[src/rtl/vga_out_buffer.sv]
// Elastic FIFO between the convolution stage and the VGA pins; releases one pixel per visible cycle.
// Optional error counter enabled by defining VGA_OUT_ERR_COUNT_EN.
module vga_out_buffer #(
    parameter int DEPTH  = 16,
    parameter int DATA_W = 8,
    parameter int IMG_W  = 640,
    parameter int IMG_H  = 480
) (
    input  logic              clk,
    input  logic              reset_n,
    input  logic [DATA_W-1:0] data_in,
    input  logic              startofpacket_in,
    input  logic              valid_in,
    output logic              ready_out,
    input  logic              frame_start,
    input  logic              visible,
    output logic [DATA_W-1:0] pix_out,
    output logic              pix_valid,
    output logic              in_sync
`ifdef VGA_OUT_ERR_COUNT_EN
    ,
    output logic [15:0]       err_count
`endif
);

    localparam int AW   = $clog2(DEPTH);
    localparam int CW   = AW + 1;
    localparam int NPIX = IMG_W * IMG_H;
    localparam int PCW  = (NPIX > 1) ? $clog2(NPIX) : 1;

    localparam logic [1:0] ST_SEEK  = 2'd0;
    localparam logic [1:0] ST_ARMED = 2'd1;
    localparam logic [1:0] ST_RUN   = 2'd2;

    logic [DATA_W:0]   mem_r [DEPTH];
    logic [AW-1:0]     wr_ptr_r, rd_ptr_r;
    logic [CW-1:0]     count_r, count_nx;
    logic              ready_r;
    logic [1:0]        state_r, state_nx;
    logic [PCW-1:0]    pcnt_r, pcnt_nx;
    logic [DATA_W-1:0] pix_r;
    logic              pix_valid_r, in_sync_r;

    logic [DATA_W:0]   head_s;
    logic              head_sop_s, empty_s, wr_s, pop_s, out_s, err_s;

    // Head decode, FSM next state and pop/output strobes
    always_comb begin
        head_s     = mem_r[rd_ptr_r];
        head_sop_s = head_s[DATA_W];
        empty_s    = (count_r == CW'(0));
        wr_s       = valid_in && ready_r;
        pop_s      = 1'b0;
        out_s      = 1'b0;
        err_s      = 1'b0;
        state_nx   = state_r;
        pcnt_nx    = pcnt_r;
        case (state_r)
            ST_SEEK: begin
                if (!empty_s && head_sop_s) begin
                    state_nx = ST_ARMED;
                end else if (!empty_s) begin
                    pop_s = 1'b1;
                end else begin
                    pop_s = 1'b0;
                end
            end
            ST_ARMED: begin
                if (frame_start) begin
                    state_nx = ST_RUN;
                    pcnt_nx  = {PCW{1'b0}};
                end else begin
                    state_nx = ST_ARMED;
                end
            end
            ST_RUN: begin
                // Underflow and both desync forms collapse into a single error event
                err_s = (visible && empty_s) ||
                        ((pcnt_r != PCW'(0)) &&
                         (frame_start || (visible && !empty_s && head_sop_s)));
                if (err_s) begin
                    state_nx = ST_SEEK;
                    pcnt_nx  = {PCW{1'b0}};
                end else if (visible) begin
                    pop_s = 1'b1;
                    out_s = 1'b1;
                    if (pcnt_r == PCW'(NPIX - 1)) begin
                        state_nx = ST_SEEK;
                        pcnt_nx  = {PCW{1'b0}};
                    end else begin
                        pcnt_nx = pcnt_r + PCW'(1);
                    end
                end else begin
                    state_nx = ST_RUN;
                end
            end
            default: begin
                state_nx = ST_SEEK;
                pcnt_nx  = {PCW{1'b0}};
            end
        endcase
        case ({wr_s, pop_s})
            2'b10:   count_nx = count_r + CW'(1);
            2'b01:   count_nx = count_r - CW'(1);
            default: count_nx = count_r;
        endcase
    end

    // FIFO storage write port
    always_ff @(posedge clk) begin
        if (wr_s) begin
            mem_r[wr_ptr_r] <= {startofpacket_in, data_in};
        end
    end

    // FIFO pointers, occupancy and registered ready
    always_ff @(posedge clk or negedge reset_n) begin
        if (!reset_n) begin
            wr_ptr_r <= {AW{1'b0}};
            rd_ptr_r <= {AW{1'b0}};
            count_r  <= {CW{1'b0}};
            ready_r  <= 1'b0;
        end else begin
            if (wr_s) wr_ptr_r <= wr_ptr_r + AW'(1);
            if (pop_s) rd_ptr_r <= rd_ptr_r + AW'(1);
            count_r <= count_nx;
            ready_r <= (count_nx != CW'(DEPTH));
        end
    end

    // FSM state, pixel counter and registered outputs
    always_ff @(posedge clk or negedge reset_n) begin
        if (!reset_n) begin
            state_r     <= ST_SEEK;
            pcnt_r      <= {PCW{1'b0}};
            pix_r       <= {DATA_W{1'b0}};
            pix_valid_r <= 1'b0;
            in_sync_r   <= 1'b0;
        end else begin
            state_r     <= state_nx;
            pcnt_r      <= pcnt_nx;
            pix_r       <= out_s ? head_s[DATA_W-1:0] : {DATA_W{1'b0}};
            pix_valid_r <= out_s;
            in_sync_r   <= (state_nx == ST_RUN);
        end
    end

`ifdef VGA_OUT_ERR_COUNT_EN
    logic [15:0] err_cnt_r;

    // Saturating error event counter
    always_ff @(posedge clk or negedge reset_n) begin
        if (!reset_n) begin
            err_cnt_r <= 16'd0;
        end else if (err_s && (err_cnt_r != 16'hFFFF)) begin
            err_cnt_r <= err_cnt_r + 16'd1;
        end
    end

    assign err_count = err_cnt_r;
`endif

    assign ready_out = ready_r;
    assign pix_out   = pix_r;
    assign pix_valid = pix_valid_r;
    assign in_sync   = in_sync_r;

endmodule
[config.mk]
export PLATFORM = sky130hd
export DESIGN_NAME = vga_out_buffer
export DESIGN_NICKNAME = d
export VERILOG_FILES = /design/src/rtl/vga_out_buffer.sv
export SDC_FILE = /design/constraint.sdc
export NUM_CORES = 1
export LEC_CHECK = 0
export ABC_AREA = 1
export BUFFER_PORTS_ARGS = -buffer_cell sky130_fd_sc_hd__buf_2
export CAP_MARGIN = 20
export CORE_UTILIZATION = 50
export CTS_CLUSTER_SIZE = 16
export DETAILED_ROUTE_END_ITERATION = 6
export GPL_ROUTABILITY_DRIVEN = 1
export GPL_TIMING_DRIVEN = 0
export MAX_ROUTING_LAYER = met4
export PLACE_DENSITY = 0.69
export SLEW_MARGIN = 30
export SYNTH_ARGS = -nofsm -noshare
export SYNTH_HDL_FRONTEND = slang
export SYNTH_SLANG_ARGS = --single-unit
[constraint.sdc]
create_clock -name clk -period 3.2 [get_ports clk]
set_input_delay 0.48 -clock clk [delete_from_list [all_inputs] [get_ports clk]]
set_output_delay 0.48 -clock clk [all_outputs]
set_load 0.02 [all_outputs]
==> results.py, run 1 <==
metrics = {
    "timing": {
        "finalHoldViolCount": 0,
        "maxSlewViolCount": 0,
        "period_share_pct": 95.7,
        "min_period_ns": 3.06,
        "fmax_ghz": 0.327,
        "hold_slack_ns": 0.0266,
        "worst_slew_pin_slew_ns": 0.927,
        "slew_headroom_pct": 37.9,
        "fin_ws_ns": 0.138,
        "skew_ns": 0.0149,
        "setup_viol": 0,
    },
    "pwr": {
        "ir_worst_vdd_mv": 0.550,
        "finalPower_uw": 8700,
        "p_leak_uw": 0.00367,
        "p_per_area_mw_per_mm2": 911,
    },
    "global_routing": {
        "grt.overflow.total": 0,
        "grt_max_degree": 46,
        "grt_pass1_wl_mm": 30.7,
        "grt_pass1_vias": 5831,
        "gr-usage-all-layers_pct": 24.3,
        "antenna_found_initial": 0,
    },
    "setup_path": {
        "worstSetupStartpointType": "flip-flop",
        "r2r_cells": 22,
        "worst_setup_path_end_kind": "flip-flop",
        "critPathRequiredTime_ns": 3.54,
        "cp_common_cell": "nand2_1",
        "path_class": "flip-flop to flip-flop",
        "path_max_fanout": 6,
        "critPathTopFamily": "simple AND/OR/NAND/NOR gates",
        "reg2reg_to": "ready_out$_DFF_PN0_",
        "timing.rr.start": "rd_ptr_r[0]$_DFFE_PN0P_",
        "r2r_slack_ns": 0.14,
        "cp_num_buf_inv": 3,
        "crit_slowest_cell": "dfrtp_2",
        "crit_arrival_ns": 3.40,
        "crit_chain": "buf_4 -> buf_4 -> nand2_1 -> nand3_1 -> nand2_1 -> nor2_1 -> nand2_1 -> nand2_2 -> nand2_1 -> nand2_2 -> nand2_4 -> nand4_4 -> nand2_4 -> ha_4 -> fa_2 -> a21o_1 -> a21oi_2 -> inv_1 -> a21oi_2 -> o21ai_1 -> xor2_1 -> nand2_1",
        "cpPeakStageDelay_ns": 0.43,
    },
    "synthesis": {
        "yosysWarnings": 0,
        "syn-cell-area_sq_mm": 0.00834,
        "avgSynthCellArea_sq_um": 10.8,
        "ys_ff_latch": 189,
        "seq_area_frac_synth_pct": 65.4,
        "syn_nets": 799,
        "netlist_instances": 773,
        "synth_cell_types": 35,
    },
    "worst_hold_path": {
        "hp-class": "input port to asynchronous set/reset pin",
    },
    "route": {
        "ant_nets": 0,
        "drc": 0,
        "vias": 6045,
        "drt-pass1-iter-count": 6,
        "routed_wl_mm": 19.6,
        "drtIter0Drc": 587,
        "viasPerCell": 5.76,
        "wl_per_cell_microns": 18.7,
    },
    "clock_network": {
        "clk_pin_slew_ns": 0.08,
        "clockBufferDepth": 2,
        "cts_buffers": 17,
        "cts_sinks": 189,
        "cts-root-buf": "clkbuf_16",
        "cts_htree_levels": 4,
        "cts_tree": "yes",
        "clock_latency_ns": 0.45,
    },
    "die": {
        "rows": 46,
        "pin_count": 25,
        "placeableCoreArea_sq_mm": 0.0161,
        "start_util_pct": 51.9,
        "die_width_microns": 131,
        "dieArea_sq_mm": 0.0172,
        "die_h_microns": 131,
    },
    "flow_run": {
        "cap_violations": 0,
    },
    "placed_design": {
        "place.port_buffers": 24,
        "pre_cts_slack_ns": -0.193,
        "dp_hpwl_mm": 12.9,
        "place_congestion": 0.943,
    },
    "run_status": {
        "status": "finished, final reports clean",
    },
    "final_layout": {
        "drive_above_1_share_pct": 13.5,
        "diodes": 0,
        "area_growth_pct": 14.6,
        "nets": 847,
        "final_util_pct": 59.5,
    },
}
-- area by class of cell --
class	instances	area [sq um]
Inverter	46	178
Timing Repair Buffer	29	160
Fill cell	1265	6510
Buffer	38	185
Clock buffer	17	425
Clock inverter	15	246
Multi-Input combinational cell	500	2630
Sequential cell	189	5450
Tap cell	216	270
-- power by group --
group          internal (uW)  total (uW)  switching [uW]
clock                   1350        2370            1020
combinational           1040        3170            2130
sequential              3000        3160             166
total                   5380        8700            3320
-- layout by cell type, fill, tap and decap left out, types with 2 or more instances in the layout --
cell type / n
a21oi_2: 2
clkbuf_16: 17
ha_4: 2
nand2_4: 3
nand3_1: 44
inv_4: 2
dfrtp_1: 44
a21oi_1: 60
clkinv_8: 3
inv_6: 2
a32o_1: 16
buf_6: 2
inv_2: 3
nand4_4: 2
clkbuf_1: 16
o21ai_0: 18
clkinv_4: 3
a21o_1: 2
nor2_1: 60
bufinv_16: 4
o31ai_1: 2
nor2_2: 11
edfxtp_1: 144
o22ai_1: 8
nor4_1: 4
a221oi_1: 10
buf_4: 9
nor3_1: 7
buf_2: 36
xor2_1: 16
nor3_2: 2
nand4_1: 10
xnor2_1: 4
nand2_2: 3
ha_1: 9
buf_1: 4
inv_1: 41
inv_8: 3
nand2_1: 199
-- through the flow --
step                      std cells  instance area [sq um]  setup TNS [ns]
after floorplan                 773                   8340               0
after global placement         1013                   8730         -0.0889
after detailed placement       1013                   8730          -0.286
after CTS                      1046                   9440               0
after global routing           1050                   9550         -0.0595
final                          1050                   9550               0
-- metal layers --
layer	vias to the layer above	share of wire [%]	GRT usage [%]
li1	2797	-	-
met1	2955	42	31.3
met2	259	49	37.7
met3	34	6.9	4.67
met4	0	2.0	10.5
met5	-	0	-
-- timing repair --
item | CTS | global route
hold buffers | 0 | 0
buffers inserted | 1 | 4
pin swaps | 2 | 5
resized for setup | 8 | 17
setup endpoints to repair | 2 | 2
-- worst max-delay path by stage --
stage,from,end,slack [ns],depth (start not counted)
floorplan,rd_ptr_r[0]$_DFFE_PN0P_,ready_out$_DFF_PN0_,0.31,20
global placement,rd_ptr_r[0]$_DFFE_PN0P_,ready_out$_DFF_PN0_,-0.09,21
detailed placement,rd_ptr_r[0]$_DFFE_PN0P_,ready_out$_DFF_PN0_,-0.19,20
CTS,rd_ptr_r[2]$_DFFE_PN0P_,ready_out$_DFF_PN0_,0.01,22
global route,rd_ptr_r[0]$_DFFE_PN0P_,ready_out$_DFF_PN0_,-0.06,22
finish,rd_ptr_r[0]$_DFFE_PN0P_,ready_out$_DFF_PN0_,0.14,22
-- state kept, by name, indices dropped and copies added, names as in the netlist --
signal / flops
pcnt_r: 19
mem_r: 144
state_r: 2
pix_out: 8
in_sync: 1
rd_ptr_r: 4
pix_valid: 1
wr_ptr_r: 4
ready_out: 1
count_r: 5
-- cell usage after synthesis (all sizes together) --
cell type	instances	share of area [%]
a21oi	62	3.7
xor2	16	1.7
a221o	1	0.12
nor2	71	3.3
o21ai	19	1.1
nand3	45	2.7
ha	11	1.7
nand4	12	1.2
dfrtp	45	14
nor4	4	0.30
inv	46	2.1
nand2	205	9.4
xnor2	4	0.42
o31ai	2	0.18
clkbuf	16	0.72
a221oi	10	1.1
a21o	2	0.18
a31oi	1	0.075
buf	22	1.4
nor3	9	0.60
a32o	16	1.9
o22ai	8	0.60
edfxtp	144	52
or2	1	0.075
fa	1	0.24
-- cell families after synthesis --
kind of cell	count (synthesis)	share of synthesized area, %
compound gates	121	8.99
xor+xnor	20	2.10
fa+ha+maj	12	1.89
buf+inv	84	4.19
flops	189	65.4
simple gates	347	17.4
No activity file was read; power rests on OpenSTA's default activity.
==> run 2: changes to the inputs <==
- RECOVER_POWER: unset -> 100
==> results.py, run 2 (synthesis results as in run 1) <==
metrics = {
    "global_routing": {
        "grt_pass1_wl_mm": 30.7,
        "grt_max_degree": 46,
        "grt.overflow.total": 0,
        "gr-usage-all-layers_pct": 24.3,
        "antenna_found_initial": 0,
        "grt_pass1_vias": 5831,
    },
    "route": {
        "wl_per_cell_microns": 18.7,
        "drt-pass1-iter-count": 6,
        "routed_wl_mm": 19.6,
        "drtIter0Drc": 587,
        "drc": 0,
        "vias": 6037,
        "viasPerCell": 5.75,
        "ant_nets": 0,
    },
    "die": {
        "die_width_microns": 131,
        "dieArea_sq_mm": 0.0172,
        "pin_count": 25,
        "rows": 46,
        "die_h_microns": 131,
        "start_util_pct": 51.9,
        "placeableCoreArea_sq_mm": 0.0161,
    },
    "setup_path": {
        "crit_chain": "buf_4 -> buf_4 -> nand2_1 -> nand3_1 -> nand2_1 -> nor2_1 -> nand2_1 -> nand2_2 -> nand2_1 -> nand2_2 -> nand2_4 -> nand4_4 -> nand2_4 -> ha_4 -> fa_2 -> a21o_1 -> a21oi_2 -> inv_1 -> a21oi_2 -> o21ai_1 -> xor2_1 -> nand2_1",
        "worst-path-stages": 22,
        "cp_num_buf_inv": 3,
        "crit_slowest_cell": "dfrtp_2",
        "worstSetupStartpointType": "flip-flop",
        "worst_setup_path_end_kind": "flip-flop",
        "path_max_fanout": 6,
        "critPathRequiredTime_ns": 3.54,
        "cpPeakStageDelay_ns": 0.43,
        "r2r_cells": 22,
        "crit_arrival_ns": 3.40,
        "critPathTopFamily": "simple AND/OR/NAND/NOR gates",
        "path_class": "flip-flop to flip-flop",
        "cp_common_cell": "nand2_1",
    },
    "timing": {
        "setup_viol": 0,
        "setup_tns_ns": 0,
        "finalHoldViolCount": 0,
        "min_period_ns": 3.07,
        "worst_slew_pin_slew_ns": 2.55,
        "period_share_pct": 95.8,
        "maxSlewViolCount": 46,
        "fmax_ghz": 0.326,
        "skew_ns": 0.0142,
        "slew_headroom_pct": -69.9,
    },
    "worst_hold_path": {
        "hp-class": "input port to flip-flop",
        "min_path_cells": 2,
    },
    "final_layout": {
        "drive_above_1_share_pct": 12.0,
        "final_util_pct": 59.4,
        "mostFrequentLayoutCells": "nand2_1, edfxtp_1, nor2_1, a21oi_1",
        "area_growth_pct": 14.3,
        "regMostFlops": "mem_r",
        "fill_cells": 1268,
        "largest_reg_flops": 144,
        "diodes": 0,
        "final_common_cell": "nand2_1",
        "nets": 847,
    },
    "flow_run": {
        "cap_violations": 1,
    },
    "pwr": {
        "p_leak_uw": 0.00363,
        "ir_worst_vdd_mv": 0.552,
        "p_per_area_mw_per_mm2": 912,
    },
    "run_status": {
        "violations": "capacitance limit, slew limit",
        "status": "complete, but fails checks",
    },
    "clock_network": {
        "clockBufferDepth": 2,
        "clock_latency_ns": 0.45,
        "clk_pin_slew_ns": 0.08,
        "cts_tree": "yes",
        "cts_sinks": 189,
        "cts_buffers": 17,
        "holdBufCountCts": 0,
        "cts_htree_levels": 4,
        "cts-root-buf": "clkbuf_16",
    },
    "placed_design": {
        "dp_hpwl_mm": 12.9,
        "place.port_buffers": 24,
        "place_congestion": 0.943,
    },
}
==> run 2: changes by cell type in the layout (fill, tap and decap cells not counted), sizes merged <==
| cell | before | now |
|---|---|---|
| buf | 51 | 38 |
| clkbuf | 33 | 46 |
==> run 2: repair_timing <==
item	CTS	global route
gates resized for setup	8	17
pin swaps	2	5
setup endpoints to repair	2	2
buffers inserted	1	4
==> run 2: layer usage <==
metal / track usage, % / vias up / part of all wire, %
li1: - / 2794 / -
met1: 31.3 / 2951 / 42
met2: 37.7 / 254 / 49
met3: 4.67 / 38 / 6.8
met4: 10.5 / 0 / 2.3
met5: - / - / 0
==> run 2: layout make-up <==
cell class                 instances  area (sq um)  area share (%)
clock inverter                    15           246            2.59
tap                              216           270            2.84
clock buffer                      17           425            4.46
buffer                            38           185            1.94
sequential                       189          5450            57.2
timing repair buffer              29           141            1.48
inverter                          46           178            1.86
multi-input combinational        500          2630            27.6
==> run 2: report_power, final <==
group          internal [uW]  switching [uW]
Combinational           1030            2130
Clock                   1350            1020
Sequential              3000             166
==> run 2: worst paths after layout <==
path | from | end | slack (ns)
setup / recovery | rd_ptr_r[0]$_DFFE_PN0P_ | ready_out$_DFF_PN0_ | 0.13
hold / removal | frame_start | state_r[0]$_DFF_PN0_ | 0.25
min in group asynchronous | reset_n | pix_out[6]$_DFF_PN0_ | 0.81
setup reg to reg | rd_ptr_r[0]$_DFFE_PN0P_ | ready_out$_DFF_PN0_ | 0.13
hold reg to reg | state_r[1]$_DFF_PN0_ | state_r[0]$_DFF_PN0_ | 0.51
max in group asynchronous | reset_n | rd_ptr_r[0]$_DFFE_PN0P_ | 0.73
==> run 2: worst register-to-register path, cell delays in order, from the launching register on <==
cell and delay, ns:
dfrtp_2 0.43, buf_4 0.13, buf_4 0.09, nand2_1 0.04, nand3_1 0.08, nand2_1 0.05, nor2_1 0.09, nand2_1 0.09
nand2_2 0.08, nand2_1 0.06, nand2_2 0.07, nand2_4 0.08, nand4_4 0.10, nand2_4 0.08, ha_4 0.21, fa_2 0.37
a21o_1 0.20, a21oi_2 0.11, inv_1 0.07, a21oi_2 0.11, o21ai_1 0.09, xor2_1 0.24, nand2_1 0.08
==> run 2: through the flow <==
step	area [sq um]	hold WS, ns	instances	setup WS [ns]	total power, uW
after floorplan	8340	0.184	773	0.309	5200
after global placement	8730	0.481	1013	-0.0889	5980
after detailed placement	8730	0.490	1013	-0.193	6100
after CTS	9440	0.0571	1046	0.0114	8500
after global routing	9530	0.246	1050	-0.0595	9150
final	9530	0.254	1050	0.134	8690
==> run 3: changes to the inputs <==
- CORE_MARGIN: unset -> 2
- REMOVE_ABC_BUFFERS: unset -> 1
- clock period: 3.2 -> 2.9 ns (I/O delays scaled with it)
==> results.py, run 3 (synthesis results as in run 1) <==
metrics = {
    "setup_path": {
        "worstSetupStartpointType": "flip-flop",
        "worst_setup_path_end_kind": "flip-flop",
        "path_max_fanout": 8,
        "critPathRequiredTime_ns": 3.22,
        "path_class": "flip-flop to flip-flop",
        "cpPeakStageDelay_ns": 0.51,
        "crit_chain": "buf_12 -> inv_16 -> nand2_2 -> nand3_2 -> nand2_1 -> nor2_2 -> nand2_2 -> nand2_2 -> nand2_1 -> nand2_1 -> nand2_2 -> nand4_4 -> nand2_4 -> ha_4 -> fa_2 -> a21o_1 -> a21oi_2 -> inv_1 -> a21oi_1 -> o21ai_1 -> xor2_1 -> nand2_1",
        "crit_slowest_cell": "dfrtp_4",
        "crit_arrival_ns": 3.38,
    },
    "pwr": {
        "p_per_area_mw_per_mm2": 1010,
        "ir_worst_vdd_mv": 0.546,
        "p_leak_uw": 0.00378,
    },
    "die": {
        "rows": 47,
        "pin_count": 25,
        "placeableCoreArea_sq_mm": 0.0165,
        "dieArea_sq_mm": 0.0177,
        "die_h_microns": 133,
        "start_util_pct": 50.6,
        "die_width_microns": 133,
    },
    "route": {
        "vias": 5967,
        "routed_wl_mm": 19.5,
        "drc": 0,
        "drtIter0Drc": 598,
        "ant_nets": 0,
        "drt-pass1-iter-count": 5,
        "wl_per_cell_microns": 18.5,
        "viasPerCell": 5.65,
    },
    "global_routing": {
        "gr-usage-all-layers_pct": 23.9,
        "grt_pass1_vias": 6007,
        "grt_max_degree": 46,
        "antenna_found_initial": 0,
        "grt.overflow.total": 0,
        "grt_pass1_wl_mm": 31.6,
    },
    "clock_network": {
        "cts_sinks": 189,
        "clock_latency_ns": 0.43,
        "cts_tree": "yes",
        "cts_buffers": 17,
        "clk_pin_slew_ns": 0.08,
        "cts_htree_levels": 4,
        "clockBufferDepth": 2,
        "cts-root-buf": "clkbuf_16",
    },
    "final_layout": {
        "diodes": 0,
        "final_common_cell": "nand2_1",
        "drive_above_1_share_pct": 15.1,
        "nets": 849,
        "mostFrequentLayoutCells": "nand2_1, edfxtp_1, nor2_1, a21oi_1, dfrtp_1",
        "area_growth_pct": 18.4,
        "regMostFlops": "mem_r",
        "postLayoutCellArea_sq_mm": 0.00987,
        "largest_reg_flops": 144,
    },
    "placed_design": {
        "postPlaceCellArea_sq_mm": 0.00863,
        "dp_hpwl_mm": 11.0,
        "place.port_buffers": 24,
        "place_congestion": 0.855,
        "pre_cts_slack_ns": -1.67,
    },
    "timing": {
        "setup_viol": 2,
        "skew_ns": 0.0127,
        "min_period_ns": 3.06,
        "fin_ws_ns": -0.161,
        "hold_slack_ns": 0.230,
        "slew_headroom_pct": 19.3,
        "rsz0062_at_grt": "yes",
        "finalHoldViolCount": 0,
        "maxSlewViolCount": 0,
        "period_share_pct": 106,
        "fmax_ghz": 0.327,
        "worst_slew_pin_slew_ns": 1.21,
        "setup_tns_ns": -0.219,
    },
    "run_status": {
        "violations": "setup timing",
        "status": "complete, but fails checks",
    },
    "worst_hold_path": {
        "hp-class": "input port to flip-flop",
    },
    "flow_run": {
        "cap_violations": 0,
    },
}
run 3: cell types whose count changed in the layout (fill, tap and decap cells not counted), sizes merged:
cell and delta:
buf +3, bufbuf +4, bufinv -3, clkbuf -8, clkinv +2, clkinvlp +1
inv +3
run 3: cell type report:
type                    instances  area [sq um]
clock inverters                15           156
clock buffers                  17           425
flip-flops and latches        189          5460
repair buffers                 66           618
fillers                      1285          6600
inverters                      46           210
multi-input cells             500          2700
well taps                     220           275
repair inverters                3          26.3
run 3: what timing repair did:
item / CTS / global route
setup buffers: 32 / 3
hold buffers: 0 / 0
resized for setup: 41 / 18
endpoints found under the setup margin: 39 / 14
pin swaps: 9 / 16
cloned: 7 / 0
run 3: through the flow:
stage | power, uW | std cells | utilization [%]
after floorplan | 5580 | 735 | -
after global placement | 6360 | 979 | 52.0
after detailed placement | 6560 | 982 | 52.4
after CTS | 9770 | 1053 | 59.4
after global routing | 10500 | 1056 | 59.9
final | 9980 | 1056 | 59.9
run 3: power breakdown:
part | total, uW | switching (uW) | leakage [uW] | internal [uW]
clock network | 2280 | 1060 | 0.000287 | 1220
logic | 4170 | 2490 | 0.00161 | 1680
registers | 3530 | 212 | 0.00189 | 3320
run 3: critical path: cells and delay by family, from the launching register on:
kind | cells | cell delay [ns]
flip-flops | 1 | 0.51
buffers and inverters | 3 | 0.29
XOR/XNOR | 1 | 0.21
AO/OA/AOI/OAI | 4 | 0.53
adder cells (fa/ha/maj) | 2 | 0.53
AND/OR/NAND/NOR | 12 | 0.88
run 3: worst paths after layout:
path | slack, ns | cells past startpoint | start | end
worst max-delay path | -0.16 | 22 | rd_ptr_r[0]$_DFFE_PN0P_ | ready_out$_DFF_PN0_
worst min-delay path | 0.23 | 2 | frame_start | state_r[0]$_DFF_PN0_
min in group asynchronous | 0.24 | 1 | reset_n | pix_out[6]$_DFF_PN0_
worst max register to register | -0.16 | 22 | rd_ptr_r[0]$_DFFE_PN0P_ | ready_out$_DFF_PN0_
worst min register to register | 0.51 | 1 | state_r[1]$_DFF_PN0_ | state_r[0]$_DFF_PN0_
max in group asynchronous | 1.76 | 1 | reset_n | rd_ptr_r[2]$_DFFE_PN0P_
run 3: metal layers:
layer | vias to the layer above | track usage [%] | routed length (microns)
met1 | 2932 | 29.7 | 8110
met2 | 204 | 39.7 | 9860
met4 | 0 | 8.16 | 459
li1 | 2796 | - | -
met5 | - | - | 0
met3 | 35 | 4.64 | 1090
